===== config.mk =====
export PLATFORM = sky130hd
export DESIGN_NAME = csr_trap_unit
export DESIGN_NICKNAME = d
export VERILOG_FILES = /design/src/rtl/csr_trap_unit.sv
export SDC_FILE = /design/constraint.sdc
export NUM_CORES = 1
export LEC_CHECK = 0
export ABC_CLOCK_PERIOD_IN_PS = 3900
export BUFFER_PORTS_ARGS = -buffer_cell sky130_fd_sc_hd__buf_2
export CAP_MARGIN = 20
export CORE_MARGIN = 2
export CORE_UTILIZATION = 40
export CTS_CLUSTER_SIZE = 28
export DETAILED_ROUTE_END_ITERATION = 16
export SLEW_MARGIN = 30
export SYNTH_ARGS = -nofsm -noshare
export SYNTH_HDL_FRONTEND = slang
export SYNTH_SLANG_ARGS = --single-unit

===== constraint.sdc =====
create_clock -name clk -period 3.9 [get_ports clk]
set_input_delay 0.39 -clock clk [delete_from_list [all_inputs] [get_ports clk]]
set_output_delay 0.39 -clock clk [all_outputs]
set_load 0.02 [all_outputs]

===== src/rtl/csr_trap_unit.sv =====
`default_nettype none
// ============================================================================
// csr_trap_unit : machine-mode CSR file, ECALL/interrupt trap entry and MRET.
// Revision 1.0
// ============================================================================
module csr_trap_unit #(
    parameter int              XLEN        = 32,
    parameter logic [XLEN-1:0] RESET_MTVEC = '0
) (
    input  logic            clk,
    input  logic            reset,
    input  logic            instr_valid,
    input  logic            stall,
    input  logic [XLEN-1:0] instr_pc,
    input  logic            is_csr_instr,
    input  logic            csr_write,
    input  logic [2:0]      func3,
    input  logic [11:0]     csr_addr,
    input  logic [XLEN-1:0] csr_wdata,
    input  logic            is_mret_instr,
    input  logic            is_ecall_instr,
    input  logic            ext_irq,
    input  logic            timer_irq,
    output logic [XLEN-1:0] csr_rdata,
    output logic            redirect,
    output logic [XLEN-1:0] redirect_pc,
    output logic            trap_busy
);
    localparam logic [11:0] ADDR_MSTATUS  = 12'h300;
    localparam logic [11:0] ADDR_MIE      = 12'h304;
    localparam logic [11:0] ADDR_MTVEC    = 12'h305;
    localparam logic [11:0] ADDR_MSCRATCH = 12'h340;
    localparam logic [11:0] ADDR_MEPC     = 12'h341;
    localparam logic [11:0] ADDR_MCAUSE   = 12'h342;
    localparam logic [11:0] ADDR_MIP      = 12'h344;

    localparam logic [XLEN-1:0] CAUSE_ECALL = XLEN'(11);
    localparam logic [XLEN-1:0] CAUSE_EXT   = {1'b1, {(XLEN-5){1'b0}}, 4'hB};
    localparam logic [XLEN-1:0] CAUSE_TIMER = {1'b1, {(XLEN-5){1'b0}}, 4'h7};

    typedef enum logic [1:0] {
        ST_IDLE = 2'd0,
        ST_TRAP = 2'd1,
        ST_RET  = 2'd2
    } state_t;

    state_t state;
    state_t state_next;

    logic            mstatus_mie;
    logic            mstatus_mpie;
    logic            mie_meie;
    logic            mie_mtie;
    logic [XLEN-1:2] mtvec;
    logic [XLEN-1:2] mepc;
    logic [XLEN-1:0] mscratch;
    logic [XLEN-1:0] mcause;

    logic            accept;
    logic            ext_pending;
    logic            timer_pending;
    logic            take_trap;
    logic            take_mret;
    logic            take_csr;
    logic [XLEN-1:0] trap_cause;
    logic [XLEN-1:0] csr_new;
    logic            csr_we;
    logic            unused_func3;

    assign unused_func3 = func3[2];

    always_comb begin
        csr_rdata = '0;
        case (csr_addr)
            ADDR_MSTATUS: begin
                csr_rdata[12:11] = 2'b11;
                csr_rdata[7]     = mstatus_mpie;
                csr_rdata[3]     = mstatus_mie;
            end
            ADDR_MIE: begin
                csr_rdata[11] = mie_meie;
                csr_rdata[7]  = mie_mtie;
            end
            ADDR_MTVEC:    csr_rdata = {mtvec, 2'b00};
            ADDR_MSCRATCH: csr_rdata = mscratch;
            ADDR_MEPC:     csr_rdata = {mepc, 2'b00};
            ADDR_MCAUSE:   csr_rdata = mcause;
            ADDR_MIP: begin
                csr_rdata[11] = ext_irq;
                csr_rdata[7]  = timer_irq;
            end
            default: ;
        endcase
    end

    // Priority: ECALL > external > timer > MRET > CSR op, one event per cycle.
    assign accept        = instr_valid & ~stall & (state == ST_IDLE);
    assign ext_pending   = mstatus_mie & mie_meie & ext_irq;
    assign timer_pending = mstatus_mie & mie_mtie & timer_irq;
    assign take_trap     = accept & (is_ecall_instr | ext_pending | timer_pending);
    assign take_mret     = accept & ~take_trap & is_mret_instr;
    assign take_csr      = accept & ~take_trap & ~is_mret_instr & is_csr_instr & csr_write;
    assign trap_cause    = is_ecall_instr ? CAUSE_ECALL :
                           ext_pending    ? CAUSE_EXT   : CAUSE_TIMER;

    always_comb begin
        csr_new = csr_rdata;
        csr_we  = 1'b0;
        case (func3[1:0])
            2'b01: begin
                csr_new = csr_wdata;
                csr_we  = take_csr;
            end
            2'b10: begin
                csr_new = csr_rdata | csr_wdata;
                csr_we  = take_csr & (|csr_wdata);
            end
            2'b11: begin
                csr_new = csr_rdata & ~csr_wdata;
                csr_we  = take_csr & (|csr_wdata);
            end
            default: ;
        endcase
    end

    always_ff @(posedge clk or posedge reset) begin
        if (reset) begin
            mstatus_mie  <= 1'b0;
            mstatus_mpie <= 1'b0;
            mie_meie     <= 1'b0;
            mie_mtie     <= 1'b0;
            mtvec        <= RESET_MTVEC[XLEN-1:2];
            mepc         <= '0;
            mscratch     <= '0;
            mcause       <= '0;
        end else if (take_trap) begin
            mepc         <= instr_pc[XLEN-1:2];
            mcause       <= trap_cause;
            mstatus_mpie <= mstatus_mie;
            mstatus_mie  <= 1'b0;
        end else if (take_mret) begin
            mstatus_mie  <= mstatus_mpie;
            mstatus_mpie <= 1'b1;
        end else if (csr_we) begin
            case (csr_addr)
                ADDR_MSTATUS: begin
                    mstatus_mie  <= csr_new[3];
                    mstatus_mpie <= csr_new[7];
                end
                ADDR_MIE: begin
                    mie_meie <= csr_new[11];
                    mie_mtie <= csr_new[7];
                end
                ADDR_MTVEC:    mtvec    <= csr_new[XLEN-1:2];
                ADDR_MSCRATCH: mscratch <= csr_new;
                ADDR_MEPC:     mepc     <= csr_new[XLEN-1:2];
                ADDR_MCAUSE:   mcause   <= csr_new;
                default: ;
            endcase
        end
    end

    always_ff @(posedge clk or posedge reset) begin
        if (reset) begin
            state <= ST_IDLE;
        end else begin
            state <= state_next;
        end
    end

    // TRAP/RET are single-cycle flush states and ignore stall.
    always_comb begin
        state_next  = state;
        redirect    = 1'b0;
        redirect_pc = '0;
        trap_busy   = 1'b0;
        case (state)
            ST_IDLE: begin
                if (take_trap) begin
                    state_next = ST_TRAP;
                end else if (take_mret) begin
                    state_next = ST_RET;
                end
            end
            ST_TRAP: begin
                state_next  = ST_IDLE;
                redirect    = 1'b1;
                redirect_pc = {mtvec, 2'b00};
                trap_busy   = 1'b1;
            end
            ST_RET: begin
                state_next  = ST_IDLE;
                redirect    = 1'b1;
                redirect_pc = {mepc, 2'b00};
                trap_busy   = 1'b1;
            end
            default: state_next = ST_IDLE;
        endcase
    end
endmodule
`default_nettype wire


; ---- Word level (Yosys, flattened, before mapping)
; Index checks and enable logic that the tools add are counted.
[word_totals]
memories = 0
ram_bits = 0
latch_bits = 0
romBits = 0
regBits = 130
output_inout_bits = 66
elab_cells = 93
in_bits = 89
[classes]
order_cmp = 0
n_div = 0
shift = 0
muxes = 33
n_addsub = 0
bitwise_logic = 22
n_eq_ne = 14
n_mul = 0
reduce_logical = 15
[op_table]
columns = operator, count
row1 = $mux W32, 5
row2 = $mux W30, 4
row3 = $pmux W32 S3, 1
row4 = $eq A12 B10 Y1 const B, 7
row5 = $pmux W19 S4, 1
row6 = $pmux W32 S2, 1
row7 = $pmux W3 S4, 3
row8 = $and A32 B32 Y32, 1
row9 = $not A32 Y32, 1
row10 = $or A32 B32 Y32, 1
row11 = $reduce_or A32 Y1, 1
row12 = $pmux W1 S7, 2
row13 = $and A1 B1 Y1, 13
row14 = $reduce_and A4 Y1, 3
row15 = $pmux W1 S5, 2
row16 = $mux W1, 9
row17 = $eq A2 B2 Y1 const B, 3
row18 = $mux W2, 3
row19 = $reduce_and A3 Y1, 2
row20 = $reduce_bool A2 Y1, 3
row21 = $reduce_bool A3 Y1, 2
row22 = $eq A2 B1 Y1 const B, 2
row23 = $mux W4, 1
row24 = $not A1 Y1, 4
row25 = 7 further kinds, 9

; ---- Longest topological paths before layout
; Gate-level depths: netlist of the first run.
[logic_depth]
word_depth = 15
depth_mapped = 10
depth_no_buf = 7

; ---- Worst setup path after synthesis of the first run
; Ideal clock, no wire load.
[synth_timing]
path_type = input-to-output
start = input port csr_addr[1]
end = output port csr_rdata[15]
arrival_time_ns = 2.029
path_slack_ns = 1.481
n_path_buf = 3
required_time_ns = 3.510
cell_stages = 6
path_cell_list = clkbuf_1 -> nor4bb_1 -> buf_2 -> buf_2 -> nand2_1 -> o221ai_1
[synth_via]
elab_chain_cells = 2
word_cells_on_any_way = 5
cone_classes = eq/ne: 4 / mux: 1
[synth_lines]
columns = element, line_no
row1 = from (decl), 18  ; input logic [11:0] csr_addr,
row2 = $eq A12 B10 Y1, 74  ; case (csr_addr)
row3 = $pmux W19 S4 (*), 74
row4 = to (decl), 24  ; output logic [XLEN-1:0] csr_rdata,
; Every way passes the cells marked *; elsewhere a longest branch is shown, timed or not.

; ---- Worst setup path after layout of the first run
[layout_timing]
start = register state[0]
end = register mcause[16]
[layout_via]
elab_chain_cells = 12
word_cells_on_any_way = 16
cone_classes = eq/ne: 1 / mux: 2 / bitwise: 9 / reduce/logical: 4
[layout_lines]
columns = element, line_no
row1 = from (decl), 47  ; state_t state;
row2 = from (signal assigned), 167  ; state <= state_next;
row3 = $logic_not A2 Y1 (*), 97  ; assign accept = instr_valid & ~stall & (state == ST_IDLE);
row4 = $and A1 B1 Y1 (*), 97
row5 = $and A1 B1 Y1, 100  ; assign take_trap = accept & (is_ecall_instr | ext_pending | timer_pending);
row6 = $not A1 Y1 (no source line), --
row7 = $and A1 B1 Y1, "101, 102"
row8 = $and A1 B1 Y1 (3 in series), 102  ; assign take_csr = accept & ~take_trap & ~is_mret_instr & is_csr_instr & csr_write;
row9 = $and A1 B1 Y1, "116, 120"
row10 = $pmux W1 S2, 109  ; case (func3[1:0])
row11 = $reduce_bool A2 Y1 (no source line), --
row12 = $reduce_and A3 Y1 (no source line), --
row13 = to (signal assigned), 138  ; mcause <= trap_cause;
row14 = to (signal assigned), 157  ; ADDR_MCAUSE: mcause <= csr_new;
row15 = to (decl), 57  ; logic [XLEN-1:0] mcause;
; Marked as above.
; A chain may end at the register's enable or synchronous reset.

==> results of run 1 <==
-- flip-flops by register name, indices dropped and copies added, names as in the netlist, 2 cells and up --
signal / cells
mcause: 32
mscratch: 32
mepc: 30
mtvec: 30
state: 2
-- layout make-up --
class | count | share of cell area
Multi-Input combinational cell | 703 | 0.497
Sequential cell | 130 | 0.305
Timing Repair Buffer | 184 | 0.0981
Clock buffer | 19 | 0.0415
Tap cell | 280 | 0.0329
Clock inverter | 13 | 0.0195
Inverter | 16 | 0.00587
-- per-stage QoR --
step,utilization,power [uW],hold slack (ns)
6_report,0.489,4660,0.0942
3_3_place_gp,0.459,2870,0.487
4_1_cts,0.489,4670,0.124
2_1_floorplan,-,2450,0.476
5_1_grt,0.489,4850,0.154
3_5_place_dp,0.459,2880,0.490
-- power groups by stage --
| stage | sequential, uW | clock, uW | combinational [uW] |
|---|---|---|---|
| floorplan | 1660 | 0 | 785 |
| global placement | 1710 | 0 | 1160 |
| detailed placement | 1720 | 0 | 1160 |
| CTS | 1690 | 1810 | 1170 |
| global route | 1720 | 1860 | 1260 |
| finish | 1700 | 1780 | 1170 |
-- worst max-delay path: stages (launching register included) --
cell and delay, ns:
sky130_fd_sc_hd__dfrtp_1 0.40, sky130_fd_sc_hd__inv_1 0.09, sky130_fd_sc_hd__ha_1 0.21, sky130_fd_sc_hd__nand3b_1 0.32, sky130_fd_sc_hd__or3_1 0.70, sky130_fd_sc_hd__nor3_2 0.70
sky130_fd_sc_hd__buf_4 0.36, sky130_fd_sc_hd__o21ai_0 0.13
-- cells in the final DEF, fill, tap and decap left out, types with 4 or more instances in the layout --
cell,synthesis,routed
sky130_fd_sc_hd__buf_2,11,149
sky130_fd_sc_hd__dfrtp_1,130,130
sky130_fd_sc_hd__nand2_1,101,101
sky130_fd_sc_hd__mux2_2,89,89
sky130_fd_sc_hd__nand4_1,57,57
sky130_fd_sc_hd__a22oi_1,55,55
sky130_fd_sc_hd__o21ai_0,55,55
sky130_fd_sc_hd__and2_1,36,36
sky130_fd_sc_hd__nor2b_1,34,34
sky130_fd_sc_hd__buf_4,5,32
sky130_fd_sc_hd__xnor2_1,31,31
sky130_fd_sc_hd__a21oi_1,29,29
sky130_fd_sc_hd__o211ai_1,27,27
sky130_fd_sc_hd__mux2_4,27,27
sky130_fd_sc_hd__a22o_1,21,21
sky130_fd_sc_hd__clkbuf_16,0,17
sky130_fd_sc_hd__inv_1,16,15
sky130_fd_sc_hd__mux2i_1,15,15
sky130_fd_sc_hd__nor4_1,9,8
sky130_fd_sc_hd__a211oi_1,7,7
sky130_fd_sc_hd__and3b_1,7,7
sky130_fd_sc_hd__nor2_1,6,6
sky130_fd_sc_hd__nor3_1,8,6
sky130_fd_sc_hd__nand3_1,6,6
sky130_fd_sc_hd__nand3b_1,5,5
sky130_fd_sc_hd__a31oi_1,5,5
sky130_fd_sc_hd__o221ai_1,5,5
sky130_fd_sc_hd__bufinv_16,0,5
sky130_fd_sc_hd__or4_1,4,4
sky130_fd_sc_hd__clkinvlp_4,0,4
-- worst max-delay path by stage --
stage,startpoint,endpoint,slack (ns),cells after the start
finish,state[0]$_DFFE_PP0P_,mcause[16]$_DFFE_PP0P_,0.85,7
global route,state[1]$_DFFE_PP0P_,mcause[16]$_DFFE_PP0P_,0.66,7
CTS,state[0]$_DFFE_PP0P_,mcause[16]$_DFFE_PP0P_,0.84,7
detailed placement,csr_addr[1],mcause[16]$_DFFE_PP0P_,0.81,7
global placement,csr_addr[1],mcause[14]$_DFFE_PP0P_,0.84,7
floorplan,reset,mcause[0]$_DFFE_PP0P_,0.04,1
-- kinds of logic after synthesis --
kind of cell	synth area share
AOI/OAI and AO/OA	0.184
and+or+nand+nor	0.190
muxes	0.175
DFF	0.365
other	0.000421
adders and majority gates	0.00421
buffers and inverters	0.0500
xor gates and xnor gates	0.0315
-- per-layer routing --
metal | vias to the layer above | track usage | wire, um
met5 | - | 0 | 0
met4 | 0 | 0.118 | 1010
met3 | 76 | 0.0445 | 2550
met2 | 426 | 0.423 | 14700
met1 | 4132 | 0.372 | 13900
li1 | 3733 | - | -
==> results.json, run 1 <==
{
  "power-per-cell-area_nw_per_um2": 437,
  "grt_pass1_vias": 8420,
  "fmax_ghz": 0.328,
  "power.combinational.fraction": 0.252,
  "synth_enable_flop_cells": 0,
  "post-route-cell-area_um2": 10700,
  "setup_viol": 0,
  "rr_startpoint": "state[0]$_DFFE_PP0P_",
  "synth-seq-cells": 130,
  "synth_largest_type_area_fraction": 0.365,
  "postCtsSetupBuffers": 0,
  "crit_type": "flip-flop to flip-flop",
  "hold_path.class": "input port to async pin",
  "synthesis.instances": 934,
  "postPlaceCellArea_um2": 10000,
  "sw_frac_of_total": 0.318,
  "synthesis.area_um2": 8910,
  "post_synth_main_area_contributors": "sky130_fd_sc_hd__dfrtp_1 (37%), sky130_fd_sc_hd__mux2_2 (11%), sky130_fd_sc_hd__a22oi_1 (4.6%)",
  "grt_overflow": 0,
  "power_leakage_uw": 0.00473,
  "route.final.wire_length_mm": 32.2,
  "first_pass_iters": 5,
  "status": "complete, no violations",
  "h-tree-depth": 4,
  "via_per_inst": 6.22,
  "timing.final.hold_violations": 0,
  "relative_max_transition_margin": 0.374,
  "post_cts_resize_count": 0,
  "tritoncts": "built",
  "antenna_found_initial": 0,
  "finalNetCount": 1144,
  "track_usage": 0.271,
  "final.setup.tns_ns": 0,
  "startpoint_type": "flip-flop",
  "synthesis.yosys.warnings": 0,
  "ctsRootBufferMaster": "sky130_fd_sc_hd__clkbuf_16",
  "place_worst_setup_slack_ns": 0.807,
  "core_area_um2": 21800,
  "vdd_ir_drop_max_v": 0.000297,
  "drcViolationCount": 0,
  "p_switching_uw": 1480,
  "first_iter_violations": 827,
  "worst_r2r_endpoint": "mcause[16]$_DFFE_PP0P_",
  "io_pins": 155,
  "clock_sink_count": 130,
  "clockPowerShare": 0.383,
  "synthDistinctLibCells": 66,
  "synth.top_cells.by_count": "sky130_fd_sc_hd__dfrtp_1 (130), sky130_fd_sc_hd__nand2_1 (101), sky130_fd_sc_hd__mux2_2 (89)",
  "initial_utilization": 0.408,
  "synth_seq_area_share": 0.365,
  "portBuffers": 149,
  "critPathMaxFanout": 14,
  "cp.required_ns": 4.19,
  "fin_crit_ns": 3.05,
  "r2r_slack_ns": 0.85,
  "sequentialPowerShare": 0.365,
  "place.gp.congestion": 0.843,
  "placement_rows": 54,
  "synth_top_flop_cell": "sky130_fd_sc_hd__dfrtp_1",
  "cts_hold_buffers": 0,
  "r2r_cells": 7,
  "die_y_um": 153,
  "final.setup_skew_ns": 0.00892,
  "syn-mean-instance-area_um2": 9.54,
  "final_critical_path_setup_slack_ns": 0.848,
  "dpl.cell_count": 1313,
  "multi_input_comb_area_um2": 5300,
  "final_cell_count_no_fill": 1345,
  "hpwlAfterDp_mm": 20.6,
  "syn_to_final_growth_pct": 19.7,
  "ant_nets": 0,
  "final_max_slew_viol_count": 0,
  "critical_path_arrival_ns": 3.34,
  "crit_path_end_kind": "flip-flop",
  "reg_clk_slew_reported_paths_ns": 0.06,
  "diodes": 0,
  "rsz_0062_raised_after_global_routing": "false",
  "chipWidth_um": 153,
  "cts_inserted_buffers": 17,
  "floorplan.die_area_um2": 23500,
  "worst_skew_pair.late_latency_ns": 0.42,
  "global_route_wire_length_before_repair_mm": 49.2,
  "postSynth.asyncResetShare": 1.00,
  "num_vias": 8367,
  "timing_worst_slew_pin_value_ns": 0.940,
  "n_fill_cell": 2048,
  "cap_violations": 0,
  "post-synth-top-area-cell": "sky130_fd_sc_hd__dfrtp_1",
  "drive_gt1_frac": 0.330,
  "regArea_um2": 3250,
  "cts_buffer_depth": 2,
  "grt_max_degree": 56,
  "routed_wire_length_per_instance_um": 23.9,
  "layout_worst_path_cycle_share": 0.783,
  "synth.most_common_cell": "sky130_fd_sc_hd__dfrtp_1",
  "p_int_uw": 3180
}
Note: power is estimated with default switching activity, not from simulation.
==> run 2, diff against run 1 <==
--- a/config.mk
+++ b/config.mk
@@ -5,7 +5,8 @@
 export SDC_FILE = /design/constraint.sdc
 export NUM_CORES = 1
 export LEC_CHECK = 0
-export ABC_CLOCK_PERIOD_IN_PS = 3900
+export ABC_AREA = 1
+export ABC_CLOCK_PERIOD_IN_PS = 2800
 export BUFFER_PORTS_ARGS = -buffer_cell sky130_fd_sc_hd__buf_2
 export CAP_MARGIN = 20
 export CORE_MARGIN = 2
==> constraint.sdc (replaced) <==
create_clock -name clk -period 2.8 [get_ports clk]
set_input_delay 0.28 -clock clk [delete_from_list [all_inputs] [get_ports clk]]
set_output_delay 0.28 -clock clk [all_outputs]
set_load 0.02 [all_outputs]
==> results.json, run 2 <==
{
  "status": "complete, but fails checks",
  "failed_checks": "negative hold slack",
  "h-tree-depth": 4,
  "hold_path.class": "input port to async pin",
  "postLayoutCoreUtil": 0.493,
  "syn_to_final_growth_pct": 20.8,
  "final_critical_path_setup_slack_ns": 0.315,
  "power.combinational.fraction": 0.269,
  "critical_path_arrival_ns": 2.20,
  "final_max_slew_viol_count": 0,
  "dpl.cell_count": 1588,
  "track_usage": 0.275,
  "cp.buffers_inverters": 3,
  "postSynth.asyncResetShare": 1.00,
  "floorplan.die_area_um2": 21100,
  "syn-mean-instance-area_um2": 6.59,
  "final_cell_count_no_fill": 1620,
  "route.final.wire_length_mm": 28.9,
  "p_switching_uw": 2310,
  "final.setup_skew_ns": 0.00575,
  "placement_rows": 51,
  "timing_worst_slew_pin_value_ns": 0.814,
  "cts_buffer_depth": 2,
  "power-per-cell-area_nw_per_um2": 672,
  "ctsRootBufferMaster": "sky130_fd_sc_hd__clkbuf_16",
  "fmax_ghz": 0.402,
  "grt_max_degree": 131,
  "startpoint_type": "flip-flop",
  "cts_hold_buffers": 0,
  "place.gp.congestion": 0.840,
  "synth.top_cells.by_count": "sky130_fd_sc_hd__nand2_1 (443), sky130_fd_sc_hd__dfrtp_1 (130), sky130_fd_sc_hd__o21ai_0 (119)",
  "ant_nets": 0,
  "synth-seq-cells": 130,
  "cap_violations": 0,
  "path_cells": "inv_1, ha_1, buf_12, nand2_1, a21oi_1, buf_2",
  "core_area_um2": 19500,
  "global_route_wire_length_before_repair_mm": 45.0,
  "synth_enable_flop_cells": 0,
  "critical-path-slowest-cell": "sky130_fd_sc_hd__ha_1",
  "vdd_ir_drop_max_v": 0.000485,
  "final.setup.tns_ns": 0,
  "postCtsSetupBuffers": 0,
  "synth_seq_area_share": 0.408,
  "finalNetCount": 1434,
  "portBuffers": 149,
  "synth_xor_area_frac": 0,
  "combinational_family_with_the_most_area_after_synthesis": "simple AND/OR/NAND/NOR gates",
  "initial_utilization": 0.408,
  "layout_worst_path_cycle_share": 0.887,
  "synthDistinctLibCells": 30,
  "synth_largest_type_area_fraction": 0.408,
  "post_synth_main_area_contributors": "sky130_fd_sc_hd__dfrtp_1 (41%), sky130_fd_sc_hd__nand2_1 (21%), sky130_fd_sc_hd__o21ai_0 (7.5%)",
  "io_pins": 155,
  "chipWidth_um": 145,
  "hpwlAfterDp_mm": 18.9,
  "synthesis.area_um2": 7970,
  "power_leakage_uw": 0.00529,
  "sw_frac_of_total": 0.357,
  "die_y_um": 145,
  "critPathMaxFanout": 23,
  "final_common_cell": "sky130_fd_sc_hd__nand2_1",
  "timing.final.hold_violations": 2,
  "tritoncts": "built",
  "hold_slack_ns": -0.0163,
  "p_int_uw": 4160,
  "routed_wire_length_per_instance_um": 17.8,
  "rsz_0062_raised_after_global_routing": "false",
  "post-synth-top-area-cell": "sky130_fd_sc_hd__dfrtp_1",
  "synth.area.mux_share": 0,
  "sequentialPowerShare": 0.386,
  "clock_sink_count": 130,
  "setup_viol": 0,
  "num_vias": 8515,
  "drcViolationCount": 0,
  "drive_gt1_frac": 0.187,
  "diodes": 0,
  "synthesis.instances": 1209,
  "crit_type": "flip-flop to primary output",
  "synth_top_flop_cell": "sky130_fd_sc_hd__dfrtp_1",
  "crit_path_end_kind": "primary output",
  "worst_skew_pair.late_latency_ns": 0.42,
  "first_pass_iters": 5,
  "mostFrequentLayoutCells": "sky130_fd_sc_hd__nand2_1 (442), sky130_fd_sc_hd__buf_2 (149), sky130_fd_sc_hd__dfrtp_1 (130)",
  "cp.required_ns": 2.52,
  "clockPowerShare": 0.345,
  "grt_overflow": 0,
  "largest_registers": "mcause: 32 flops, mscratch: 32 flops",
  "synth.most_common_cell": "sky130_fd_sc_hd__nand2_1",
  "place_worst_setup_slack_ns": 0.342,
  "synth_compound_area_frac": 0.152,
  "post_synthesis_share_of_cell_area_spent_on_and_or_nand_and_nor_gates": 0.347,
  "synthesis.yosys.warnings": 0,
  "fin_crit_ns": 2.48,
  "reg_clk_slew_reported_paths_ns": 0.06,
  "cts_inserted_buffers": 17,
  "grt_pass1_vias": 7947,
  "relative_max_transition_margin": 0.457,
  "post_cts_resize_count": 0,
  "via_per_inst": 5.26,
  "critPathTopFamily": "buffers and inverters",
  "critical_path.max_stage_delay_ns": 0.47,
  "synth_adder_area_share": 0.00471,
  "first_iter_violations": 757,
  "antenna_found_initial": 2
}
-- run 2: cell count changes after synthesis, sizes merged, moves of 55 or more --
cell / delta
nand2: +344
a21oi: +62
a22oi: -55
o21ai: +81
nand3: +76
nor2: +115
inv: +73
mux2: -116
-- run 2: cell type report --
| class | instances | area [um^2] |
|---|---|---|
| Fill cell | 2035 | 9890 |
| Multi-Input combinational cell | 918 | 4030 |
| Sequential cell | 130 | 3250 |
| Timing Repair Buffer | 186 | 1100 |
| Clock buffer | 22 | 474 |
| Inverter | 89 | 338 |
| Tap cell | 265 | 332 |
| Clock inverter | 10 | 108 |
-- run 2: cell families (layout without fill, tap and decap cells) --
group / after synthesis / count (layout)
AO/OA/AOI/OAI: 235 / 235
adder cells (fa/ha/maj): 3 / 3
buffers and inverters: 162 / 307
flip-flops: 130 / 130
other: 1 / 2
AND/OR/NAND/NOR: 678 / 678
-- run 2: worst paths after layout --
path | from | to | slack (ns) | depth (start not counted)
setup reg to reg | state[1]$_DFFE_PP0P_ | mtvec[6]$_DFFE_PP0P_ | 0.34 | 11
setup / recovery | state[1]$_DFFE_PP0P_ | redirect_pc[30] | 0.32 | 6
min in group clk | instr_pc[2] | mepc[2]$_DFFE_PP0P_ | 0.21 | 5
hold / removal | reset | mepc[24]$_DFFE_PP0P_ | -0.02 | 3
hold reg to reg | mscratch[10]$_DFFE_PP0P_ | mscratch[10]$_DFFE_PP0P_ | 0.48 | 2
max in group asynchronous | reset | mtvec[16]$_DFFE_PP0P_ | 2.14 | 3
-- run 2: worst min-delay path, delay by kind of cell --
kind                   cells  cell delay, ns
buffers and inverters      3            0.62
-- run 2: routing by layer --
metal | GRT usage | share of wire | wire length, um
met1 | 0.387 | 0.44 | 12800
met2 | 0.430 | 0.46 | 13200
met5 | 0 | 0.00073 | 21
met3 | 0.0535 | 0.082 | 2360
met4 | 0.0848 | 0.020 | 574
-- run 2: per-stage QoR --
step	hold slack [ns]	cell area, um^2	power, uW
after floorplan	0.449	7980	3550
after global placement	0.463	9050	4230
after detailed placement	0.466	9050	4250
after CTS	0.101	9630	6490
after global routing	0.129	9630	6810
final	-0.0163	9630	6470
-- run 2: power groups by stage --
stage / sequential [uW] / combinational, uW / clock [uW]
after floorplan: 2450 / 1100 / 0
after global placement: 2510 / 1720 / 0
after detailed placement: 2520 / 1730 / 0
after CTS: 2490 / 1740 / 2260
after global routing: 2540 / 1920 / 2350
final: 2500 / 1740 / 2230
